## config.mk

```make
export PLATFORM = sky130hd
export DESIGN_NAME = jtkunio_gfx_arb
export DESIGN_NICKNAME = d
export VERILOG_FILES = /design/src/rtl/jtkunio_gfx_pkg.sv /design/src/rtl/jtkunio_gfx_cache.sv /design/src/rtl/jtkunio_gfx_arb.sv
export SDC_FILE = /design/constraint.sdc
export NUM_CORES = 1
export LEC_CHECK = 0
export ABC_CLOCK_PERIOD_IN_PS = 5400
export CORE_MARGIN = 2
export CORE_UTILIZATION = 52
export CTS_CLUSTER_DIAMETER = 30
export DETAILED_ROUTE_END_ITERATION = 16
export GPL_ROUTABILITY_DRIVEN = 0
export PLACE_DENSITY_LB_ADDON = 0.15
export SLEW_MARGIN = 20
export SYNTH_ARGS = -nofsm -noshare
export SYNTH_HDL_FRONTEND = slang
export SYNTH_SLANG_ARGS = --single-unit
export TNS_END_PERCENT = 30
```

## constraint.sdc

```tcl
create_clock -name clk -period 5.4 [get_ports clk]
set_clock_uncertainty 0.1 [all_clocks]
set_input_delay 1.35 -clock clk [delete_from_list [all_inputs] [get_ports clk]]
set_output_delay 1.35 -clock clk [all_outputs]
set_load 0.02 [all_outputs]
```

## src/rtl/jtkunio_gfx_pkg.sv

```systemverilog
// rtl/jtkunio_gfx_pkg.sv - shared constants, FSM encoding and round-robin helper for the gfx ROM arbiter
// Contents: requester indices (char, scroll, object), fetch FSM states, data width,
// and the mod-3 successor used by the round-robin search.
package jtkunio_gfx_pkg;

  localparam int DW = 32;

  localparam logic [1:0] REQ_CHAR = 2'd0;
  localparam logic [1:0] REQ_SCR  = 2'd1;
  localparam logic [1:0] REQ_OBJ  = 2'd2;

  typedef enum logic [1:0] {
    ST_IDLE  = 2'd0,
    ST_ISSUE = 2'd1,
    ST_WAIT  = 2'd2
  } fetch_state_e;

  // Successor modulo 3; the unused code 3 folds back to char.
  function automatic logic [1:0] rr_next(input logic [1:0] idx);
    return (idx >= REQ_OBJ) ? REQ_CHAR : idx + 2'd1;
  endfunction

endpackage

```

## src/rtl/jtkunio_gfx_cache.sv

```systemverilog
// rtl/jtkunio_gfx_cache.sv - one-word ROM cache with tag compare and fill port
// Ports:
//   clk, rst_n            : clock, synchronous active-low reset
//   cs                    : requester enable (gates ok and miss)
//   addr [AW]             : requester word address
//   fill_en, fill_addr,
//   fill_data             : write port, loads tag/data and sets valid
//   data [32], ok, miss   : cached word, hit for current addr, pending fetch
module jtkunio_gfx_cache
  import jtkunio_gfx_pkg::*;
#(
  parameter int AW = 14
) (
  input  logic          clk,
  input  logic          rst_n,
  input  logic          cs,
  input  logic [AW-1:0] addr,
  input  logic          fill_en,
  input  logic [AW-1:0] fill_addr,
  input  logic [DW-1:0] fill_data,
  output logic [DW-1:0] data,
  output logic          ok,
  output logic          miss
);

  logic [AW-1:0] tag_q, tag_d;
  logic [DW-1:0] data_q, data_d;
  logic          valid_q, valid_d;
  logic          hit;

  always_comb begin
    tag_d   = tag_q;
    data_d  = data_q;
    valid_d = valid_q;
    if (fill_en) begin
      tag_d   = fill_addr;
      data_d  = fill_data;
      valid_d = 1'b1;
    end
  end

  always_ff @(posedge clk) begin
    if (!rst_n) begin
      tag_q   <= '0;
      data_q  <= '0;
      valid_q <= 1'b0;
    end else begin
      tag_q   <= tag_d;
      data_q  <= data_d;
      valid_q <= valid_d;
    end
  end

  // Compare against the live address so ok drops the same cycle addr moves.
  assign hit  = valid_q && (tag_q == addr);
  assign ok   = hit && cs;
  assign miss = cs && !hit;
  assign data = data_q;

endmodule

```

## src/rtl/jtkunio_gfx_arb.sv

```systemverilog
// rtl/jtkunio_gfx_arb.sv - shares one graphics ROM port between char, scroll and object fetchers
// Ports:
//   clk, rst_n                    : clock, synchronous active-low reset
//   char_addr/char_data/char_ok   : char private ROM interface (always enabled)
//   scr_addr/scr_data/scr_ok      : scroll private ROM interface (always enabled)
//   obj_cs/obj_addr/obj_data/obj_ok : object private ROM interface
//   mem_req/mem_addr/mem_ack      : shared port request, held until ack
//   mem_rdy/mem_data              : shared port read return (one-cycle pulse)
module jtkunio_gfx_arb
  import jtkunio_gfx_pkg::*;
#(
  parameter logic [21:0] CHAR_OFFSET = 22'h00000,
  parameter logic [21:0] SCR_OFFSET  = 22'h04000,
  parameter logic [21:0] OBJ_OFFSET  = 22'h24000
) (
  input  logic          clk,
  input  logic          rst_n,
  input  logic [13:0]   char_addr,
  output logic [DW-1:0] char_data,
  output logic          char_ok,
  input  logic [16:0]   scr_addr,
  output logic [DW-1:0] scr_data,
  output logic          scr_ok,
  input  logic          obj_cs,
  input  logic [17:0]   obj_addr,
  output logic [DW-1:0] obj_data,
  output logic          obj_ok,
  output logic          mem_req,
  output logic [21:0]   mem_addr,
  input  logic          mem_ack,
  input  logic          mem_rdy,
  input  logic [DW-1:0] mem_data
);

  fetch_state_e state_q, state_d;
  logic [1:0]   last_q, last_d;
  logic [1:0]   gnt_q, gnt_d;
  logic         mem_req_q, mem_req_d;
  logic [21:0]  mem_addr_q, mem_addr_d;
  logic [17:0]  lat_q, lat_d;      // requester-space address of the fetch in flight
  logic [2:0]   miss, fill_en;
  logic [1:0]   c0, c1, c2, win;
  logic [21:0]  win_mem_addr;
  logic [17:0]  win_lat;
  logic         fill;

  function automatic logic pend(input logic [2:0] m, input logic [1:0] i);
    case (i)
      REQ_CHAR: pend = m[0];
      REQ_SCR:  pend = m[1];
      default:  pend = m[2];
    endcase
  endfunction

  jtkunio_gfx_cache #(.AW(14)) u_char (
    .clk(clk), .rst_n(rst_n), .cs(1'b1), .addr(char_addr),
    .fill_en(fill_en[0]), .fill_addr(lat_q[13:0]), .fill_data(mem_data),
    .data(char_data), .ok(char_ok), .miss(miss[0])
  );

  jtkunio_gfx_cache #(.AW(17)) u_scr (
    .clk(clk), .rst_n(rst_n), .cs(1'b1), .addr(scr_addr),
    .fill_en(fill_en[1]), .fill_addr(lat_q[16:0]), .fill_data(mem_data),
    .data(scr_data), .ok(scr_ok), .miss(miss[1])
  );

  jtkunio_gfx_cache #(.AW(18)) u_obj (
    .clk(clk), .rst_n(rst_n), .cs(obj_cs), .addr(obj_addr),
    .fill_en(fill_en[2]), .fill_addr(lat_q), .fill_data(mem_data),
    .data(obj_data), .ok(obj_ok), .miss(miss[2])
  );

  // Round-robin: search starts one past the last grant; c2 is the fallback
  // and is only used when something is pending.
  always_comb begin
    c0  = rr_next(last_q);
    c1  = rr_next(c0);
    c2  = rr_next(c1);
    win = pend(miss, c0) ? c0 : (pend(miss, c1) ? c1 : c2);
    case (win)
      REQ_CHAR: begin
        win_mem_addr = {8'd0, char_addr} + CHAR_OFFSET;
        win_lat      = {4'd0, char_addr};
      end
      REQ_SCR: begin
        win_mem_addr = {5'd0, scr_addr} + SCR_OFFSET;
        win_lat      = {1'b0, scr_addr};
      end
      default: begin
        win_mem_addr = {4'd0, obj_addr} + OBJ_OFFSET;
        win_lat      = obj_addr;
      end
    endcase
  end

  always_comb begin
    state_d    = state_q;
    last_d     = last_q;
    gnt_d      = gnt_q;
    mem_req_d  = mem_req_q;
    mem_addr_d = mem_addr_q;
    lat_d      = lat_q;
    fill       = 1'b0;
    case (state_q)
      ST_IDLE: begin
        if (|miss) begin
          gnt_d      = win;
          last_d     = win;
          lat_d      = win_lat;
          mem_addr_d = win_mem_addr;
          mem_req_d  = 1'b1;
          state_d    = ST_ISSUE;
        end
      end
      ST_ISSUE: begin
        if (mem_ack) begin
          mem_req_d = 1'b0;
          // Data may come back with the ack; skip WAIT in that case.
          if (mem_rdy) begin
            fill    = 1'b1;
            state_d = ST_IDLE;
          end else begin
            state_d = ST_WAIT;
          end
        end
      end
      ST_WAIT: begin
        if (mem_rdy) begin
          fill    = 1'b1;
          state_d = ST_IDLE;
        end
      end
      default: state_d = ST_IDLE;
    endcase
  end

  always_ff @(posedge clk) begin
    if (!rst_n) begin
      state_q    <= ST_IDLE;
      last_q     <= REQ_OBJ;
      gnt_q      <= REQ_CHAR;
      mem_req_q  <= 1'b0;
      mem_addr_q <= '0;
      lat_q      <= '0;
    end else begin
      state_q    <= state_d;
      last_q     <= last_d;
      gnt_q      <= gnt_d;
      mem_req_q  <= mem_req_d;
      mem_addr_q <= mem_addr_d;
      lat_q      <= lat_d;
    end
  end

  assign fill_en[0] = fill && (gnt_q == REQ_CHAR);
  assign fill_en[1] = fill && (gnt_q == REQ_SCR);
  assign fill_en[2] = fill && (gnt_q == REQ_OBJ);
  assign mem_req    = mem_req_q;
  assign mem_addr   = mem_addr_q;

endmodule

```

### Word-level counts from Yosys, hierarchy flattened

Index checks and enable logic that the tools add are counted.

* $add $sub $neg: 5
* multiply operators: 0
* divide/modulo/power cells: 0
* $lt $le $gt $ge: 3
* equality and inequality tests: 13
* shifts and indexed selects: 0
* multiplexer cells: 20
* bitwise operators: 0
* reductions and logical operators: 21

Operators with widths (count)
* one-hot mux 19 bit (2 select lines): 1
* one-hot mux 18 bit (2 select lines): 1
* adder 18 x 18 -> 19 bit (second input constant): 1
* adder 17 x 15 -> 18 bit (second input constant): 1
* == test 18 bit: 1
* two-way mux 2 bit: 9
* == test 17 bit: 1
* == test 14 bit: 1
* == test 2 x 1 -> 1 bit (second input constant): 5
* zero test 2 bit: 5
* logical AND 1 bit: 8
* one-hot mux 1 bit (2 select lines): 4
* adder 2 x 1 -> 2 bit (second input constant): 3
* greater-or-equal comparator 2 bit (second input constant): 3
* != test 2 bit (second input constant): 3
* one-hot mux 2 bit (3 select lines): 1
* AND reduction 3 bit: 2
* == test 2 bit (second input constant): 2
* two-way mux 1 bit: 4
* zero test 1 bit: 3
* OR reduction 3 bit: 1
* AND reduction 2 bit: 1
* nonzero test 2 bit: 1

* flip-flop bits (word level): 195
* bits in latches: 0
* bits in writable memories: 0
* memory bits (read-only): 0
* input bits: 86
* output and inout bits: 122
* logic and storage cells: 77
* memories: 0

### Logic depth before layout (Yosys ltp)

Gate-level depths: netlist of the first run.

* depth in word-level cells: 10
* gate-level depth with buffers: 10
* depth with buffers taken out: 8

### Hierarchy

From an unflattened synthesis of the first run, not the netlist that was laid out.

* cells, all modules: 758
* area total of the unflattened synthesis: 7893.8 µm²

Modules (own cells, without submodules)
* jtkunio_gfx_cache (u_obj): instances 1, cells an instance 189, area each 2110.8 µm², seq. area each 1021.0 µm²
* jtkunio_gfx_cache (u_scr): instances 1, cells an instance 185, area each 2064.5 µm², seq. area each 1001.0 µm²
* jtkunio_gfx_cache (u_char): instances 1, cells an instance 171, area each 1933.1 µm², seq. area each 940.9 µm²
* jtkunio_gfx_arb: instances 1, cells an instance 213, area each 1785.5 µm², seq. area each 580.6 µm²

### Worst setup path before layout of the first run

No wires, ideal clock.

* path kind: input to output
* start: in scr_addr[16]
* end: out scr_ok
* arrival time: 2.551 ns
* required time: 3.950 ns
* setup slack: 1.399 ns
* stages on the path: 5
* path buffers: 1
* path through: xor2_1 > or4_4 > nor3_4 > and2_1 > buf_4

* cells in the longest elaborated chain, start to end: 2

RTL lines
* start, declared: line jtkunio_gfx_arb.sv:21 `input logic [16:0] scr_addr,`
* == test 17 bit: line jtkunio_gfx_cache.sv:55 `assign hit = valid_q && (tag_q == addr);`
* logical AND 1 bit: line jtkunio_gfx_cache.sv:55
* end, declared: line jtkunio_gfx_arb.sv:23 `output logic scr_ok,`

No other way between the ends.

### Worst setup path in the final report of the first run

Ends and elaborated chain as after synthesis.

==> results.md, run 1 <==
* Worst skew pair latency at between 400 and 500 ps
* Hold path startpoint: lat_q[17]$_SDFFE_PN0P_
* Fin nets at between 1k and 1.5k
* Max frequency at 0.191 GHz
* IO Port Bufs at just over 200
* Lkg Pwr at 3.45 nW
* Asr flop ratio synth at 0%
* CTS tree: built
* Pin count of the biggest net entering global routing at 96
* Largest family of logic cells by synthesized area: compound AO/OA/AOI/OAI gates
* Internal Pwr Total at around 2.3 mW
* Sink Count at 177
* Final core utilization at 71.3%
* Row cnt at 44
* RSZ-0062 raised after global routing: no
* Vias in the first global route at ~6.6k
* Clk buf depth at 2
* Yosys reg bits at about 180
* Hold WS at 352 ps
* DRC viols at 0
* Adder-cell area share of the yosys netlist at 0.814%
* CP Capture Point: scr_ok
* Slew Limit Fails at 0
* Die area at 0.0158 mm²
* Worst-Margin Slew at 1030 ps
* Tcrit/Tclk final at 97.2%
* EDFF count, synth at 0
* Synth Instances at 921
* Post-Synth Simple-Gate Area at 20.0%
* Post-cts repair resize count at 0
* DR iter-0 viols at 554
* Hold-fix buffers, CTS at 0
* Reg2reg setup slack at 2430 ps
* Root buffer cell: clkbuf_16
* Post-route ant nets at 0
* Status: finished clean
* Routed length per instance at 17.2 µm
* Mux share of post-synthesis cell area at 0%
* Most used DFF post-synth: dfxtp_1
* Combinational Power Share at 12.8%
* H-tree depth at 4
* Critical R2R Launch: u_char.tag_q[0]$_SDFFE_PN0P_
* Vias after detailed routing at 6953
* CP Data Arrival Time at between 3000 and 4000 ps
* Initial DRT Pass Iterations at 6
* Share of cells above drive strength 1 at 5.76%
* Final Hold Vio Count at 0
* Sequential Power Share at 45.4%
* Yosys warns at 0
* Final setup viols at 0
* Worst vdd ir at 0.000231 V
* Post-synth design cell area at 0.00768 mm²
* Worst hold path class: flip-flop to flip-flop
* Initial Utilization at 53.1%
* Post-synthesis xor/xnor area fraction at about 6%
* Io pins at 208
* Most frequent cells in the layout: nand2_1, clkdlybuf4s50_1, dfxtp_1
* Min Clock Period, post-route at 5250 ps
* Compound-gate portion of the synthesized area at 21.7%
* # Max-Cap Violations at 0
* Crit-path max FO at 5
* Tot GR Track Use at roughly 28%
* CP Capture Type: primary output
* Initial antenna violation count at 0
* Distinct cells, synth at 50
* Final setup TNS at 0 ps
* Core ar. at 0.0145 mm²
* Startpoint types: input port
* Routed vias/inst at 5.44
* R2r endpoint: lat_q[13]$_SDFFE_PN0P_
* GR Overflow Total at 0
* Commonest non-fill, non-tap cell in the layout: nand2_1
* First-pass GRT wire length at 34600 µm
* Routed WL at ~22000 µm
* Sw frac at 25.3%
* PD cells at slightly below 300 mW/mm²
* Setup bufs post-CTS at 0
* CTS Buf Count at 17
* CP Class: input port to primary output
* Die height at 126 µm
* Worst reg-to-reg path cell count at 8
* Worst rel slew slack at 31.7%
* Clk slew on worst S/H paths at roughly 60 ps
* Antenna diodes at 0
* Switching Power at 772 µW
* Register area share after synthesis at between 40% and 50%
* Tot Pwr at 3.05 mW
* Critical path origin: scr_addr[16]
* Clock share of power at 41.7%
* Die X at between 100 and 150 µm
* Required time of the critical path at 3950 ps
* Post-DP HPWL at 14400 µm
* Mean area per synthesized cell at roughly 8.3 µm²
* Layout area overhead at 34.4%
[critical path, stage by stage]
cell and delay, ps:
clkdlybuf4s50_1 490, xor2_1 200, or4_4 560, nor3_4 250, and2_1 300, clkdlybuf4s50_1 650
[synth_stat cells (2+ instances only)]
library cell	instances	area share, %
nand2_1	296	14
dfxtp_1	177	46
a21boi_0	145	14
clkbuf_1	50	2.4
xnor2_1	39	4.4
o21ai_0	22	1.4
a21oi_1	20	1.3
nand3_1	20	1.3
a221oi_1	19	2.2
buf_4	19	1.9
nand4_1	16	1.3
nor2_1	14	0.68
xor2_1	13	1.5
inv_1	7	0.34
o21a_1	6	0.59
buf_2	5	0.33
ha_1	5	0.81
nor3_1	5	0.33
buf_1	4	0.20
a31oi_1	3	0.24
a21boi_1	2	0.20
and2_1	2	0.16
buf_6	2	0.29
nor4_1	2	0.16
o21ai_1	2	0.13
or3_1	2	0.16
[cell families after synthesis]
logic type                 after synthesis
AOI/OAI and AO/OA                      231
xor gates and xnor gates                52
adders and majority gates                5
buffers and inverters                   87
DFF                                    177
other                                    1
and+or+nand+nor                        368
[per-layer routing]
| layer | GRT usage, % | share of wire (%) | vias up |
|---|---|---|---|
| li1 | - | - | 3389 |
| met1 | 35.0 | 43 | 3256 |
| met2 | 43.7 | 46 | 271 |
| met3 | 8.94 | 8.7 | 37 |
| met4 | 10.4 | 2.0 | 0 |
| met5 | 0 | 0 | - |
[power by group through the flow]
stage | Combinational, mW | Clock [mW] | Sequential [mW]
finish | 0.391 | 1.27 | 1.39
global route | 0.420 | 1.35 | 1.39
CTS | 0.389 | 1.28 | 1.38
detailed placement | 0.387 | 0 | 1.41
global placement | 0.385 | 0 | 1.41
floorplan | 0.216 | 0 | 1.41
[registers in the layout (all words and copies together), names as in the netlist]
| name | count |
|---|---|
| lat_q | 18 |
| u_obj.valid_q | 1 |
| u_scr.valid_q | 1 |
| state_q | 2 |
| u_char.data | 32 |
| last_q | 2 |
| u_char.tag_q | 14 |
| u_char.valid_q | 1 |
| u_scr.data | 32 |
| mem_addr | 5 |
| mem_req | 1 |
| gnt_q | 1 |
| u_obj.tag_q | 18 |
| u_obj.data | 32 |
| u_scr.tag_q | 17 |
[through the flow]
step | cells | worst slack, ps | instance area [µm²]
2_1_floorplan | 923 | 1400 | 7690
3_3_place_gp | 1245 | 179 | 9710
3_5_place_dp | 1245 | 156 | 9710
4_1_cts | 1277 | 156 | 10300
5_1_grt | 1277 | 36.2 | 10300
6_report | 1277 | 151 | 10300
[final cells by class]
cell class,instances,area [µm²]
Multi-Input combinational cell,659,3760
Clock inverter,10,121
Inverter,7,26.3
Tap cell,184,230
Clock buffer,22,494
Timing Repair Buffer,218,2160
Sequential cell,177,3540
Fill cell,1150,4150
[how the worst min path moves through the flow]
stage                                         to  slack [ps]  depth (start not counted)
after global placement    lat_q[17]$_SDFFE_PN0P_         340                          2
after detailed placement  lat_q[17]$_SDFFE_PN0P_         350                          2
final                     lat_q[17]$_SDFFE_PN0P_         350                          2
after global routing      lat_q[17]$_SDFFE_PN0P_         370                          2
after floorplan           lat_q[17]$_SDFFE_PN0P_         330                          2
after CTS                 lat_q[17]$_SDFFE_PN0P_         360                          2
Note: power is estimated with default switching activity, not from simulation.
==> run 2: changes to the inputs <==
Settings changed: ABC_CLOCK_PERIOD_IN_PS 5400 to 6700, CTS_CLUSTER_DIAMETER 30 to 50.
Clock period 5.4 ns to 6.7 ns, I/O delays scaled along.
==> run 2 against run 1 <==
Effect of this change:
- total power down 18%
- sequential share of layout area up 0.13 points
- hold slack better by 7.1 ps
- largest cell class unchanged
- largest power group unchanged
==> results.md, run 2 (same netlist as run 1, synthesis figures left out) <==
* Post-DP HPWL at approximately 14000 µm
* Hold depth at 2
* Hold-fix buffers, CTS at 0
* Initial DRT Pass Iterations at 6
* GR Overflow Total at 0
* Worst hold endpoint: lat_q[17]$_SDFFE_PN0P_
* Reg2reg setup slack at 3500 ps
* Io pins at about 210
* Min Clock Period, post-route at between 5000 and 6000 ps
* Worst rel slew slack at 27.9%
* Critical R2R Launch: u_char.tag_q[1]$_SDFFE_PN0P_
* Routed WL at 21700 µm
* Final core utilization at a little under three quarters
* Initial Utilization at a little over half
* Post-route ant nets at 0
* Routed length per instance at between 15 and 20 µm
* Worst-Margin Slew at 1080 ps
* Crit-path max FO at 5
* CP Capture Type: primary output
* Die X at 126 µm
* Routed vias/inst at 5.38
* Row cnt at 44
* Worst skew pair latency at 430 ps
* Worst vdd ir at 0.000235 V
* Commonest non-fill, non-tap cell in the layout: nand2_1
* CTS Buf Count at 17
* Final setup viols at 0
* Worst reg-to-reg path cell count at 7
* Area occupied by multi-input gates at 0.00376 mm²
* Max frequency at between 0.15 and 0.2 GHz
* Sink Count at roughly 180
* Clk buf depth at 2
* Layout area overhead at 33.9%
* Pin count of the biggest net entering global routing at 124
* IO Port Bufs at 204
* Critical-path top delay cell: clkdlybuf4s50_1
* Clk slew on worst S/H paths at 60 ps
* # Max-Cap Violations at 0
* Root buffer cell: clkbuf_16
* H-tree depth at 4
* Antenna diodes at 0
* Tot GR Track Use at 27.4%
* Slew Limit Fails at 0
* Worst hold path class: flip-flop to flip-flop
* CP Class: input port to primary output
* CP Data Arrival Time at 4160 ps
* Die height at approximately 130 µm
* Most frequent cells in the layout: nand2_1, clkdlybuf4s50_1, dfxtp_1
* Final Hold Vio Count at 0
* Required time of the critical path at 4930 ps
* CTS tree: built
* Critical path origin: scr_addr[16]
* Die area at 0.0158 mm²
* Most common cell on crit path: clkdlybuf4s50_1
* Post-layout instance area at 0.0103 mm²
* Core ar. at ~0.014 mm²
* CP cell instances: clkdlybuf4s50_1 -> xor2_1 -> or4_4 -> nor3_4 -> and2_1 -> clkdlybuf4s50_1
* RSZ-0062 raised after global routing: no
* CP bufs+invs at 2
* Share of cells above drive strength 1 at approximately 5.2%
* Fin nets at roughly 1.2k
* PD cells at 243 mW/mm²
* Vias after detailed routing at 6833
* Final worst slack at 766 ps
* Hold path startpoint: lat_q[17]$_SDFFE_PN0P_
* DR iter-0 viols at 601
* Tcrit/Tclk final at 88.6%
* DRC viols at 0
* Startpoint types: input port
* Lkg Pwr at 3.41 nW
* CP top delay family: buffers and inverters
* Status: finished clean
* Post-cts repair resize count at 0
* Post-DP Area at 0.00965 mm²
* R2r endpoint: lat_q[9]$_SDFFE_PN0P_
* Setup bufs post-CTS at 0
* Largest stage delay, worst path at 650 ps
* Initial antenna violation count at 0
* Fill cells at 1174
* Final setup TNS at 0 ps
* First-pass GRT wire length at 34700 µm
* Setup WS pre-CTS at 789 ps
* Register area at approximately 0.0035 mm²
* Vias in the first global route at 6598
-- run 2: cell count changes in the layout (fill, tap and decap cells not counted) --
| cell | delta |
|---|---|
| inv_6 | -1 |
| buf_12 | -1 |
| buf_4 | -5 |
| clkbuf_8 | -3 |
| bufinv_16 | +2 |
| and2_2 | -1 |
| and2_4 | +1 |
| clkinvlp_4 | +1 |
-- run 2: worst max-delay path by stage --
stage          endpoint  cells past startpoint
6_report         scr_ok                      6
2_1_floorplan    scr_ok                      5
5_1_grt          scr_ok                      6
4_1_cts          scr_ok                      6
3_3_place_gp     scr_ok                      6
3_5_place_dp     scr_ok                      6
-- run 2: cell type report --
class / count / area share (%)
multi-input cells: 659 / 36.5
flip-flops and latches: 177 / 34.4
well taps: 184 / 2.24
repair buffers: 212 / 20.4
clock buffers: 19 / 4.40
inverters: 7 / 0.255
clock inverters: 12 / 1.75
-- run 2: worst reg2reg max path, cell delays in order (launching register included) --
cell      delay (ps)
dfxtp_1          330
xnor2_1          350
nand3_1          110
or4_1            530
or3b_1           430
o22ai_2          780
a221oi_1         310
a21oi_1          200
-- run 2: through the flow --
step                std cells  total power, mW  hold WS (ps)
finish                   1270             2.50           359
detailed placement       1239             1.45           347
global route             1270             2.59           379
floorplan                 923             1.31           331
global placement         1239             1.45           339
CTS                      1270             2.50           364
-- run 2: power by group --
part           internal (mW)  switching (mW)  total [mW]
clock network          0.645           0.425        1.07
logic                  0.146           0.165       0.312
registers               1.08          0.0348        1.12
-- run 2: metal layers --
metal | part of all wire (%) | track usage, %
met5 | 0 | 0
met4 | 2.1 | 8.10
met3 | 9.2 | 9.80
met2 | 45 | 42.8
met1 | 44 | 35.8
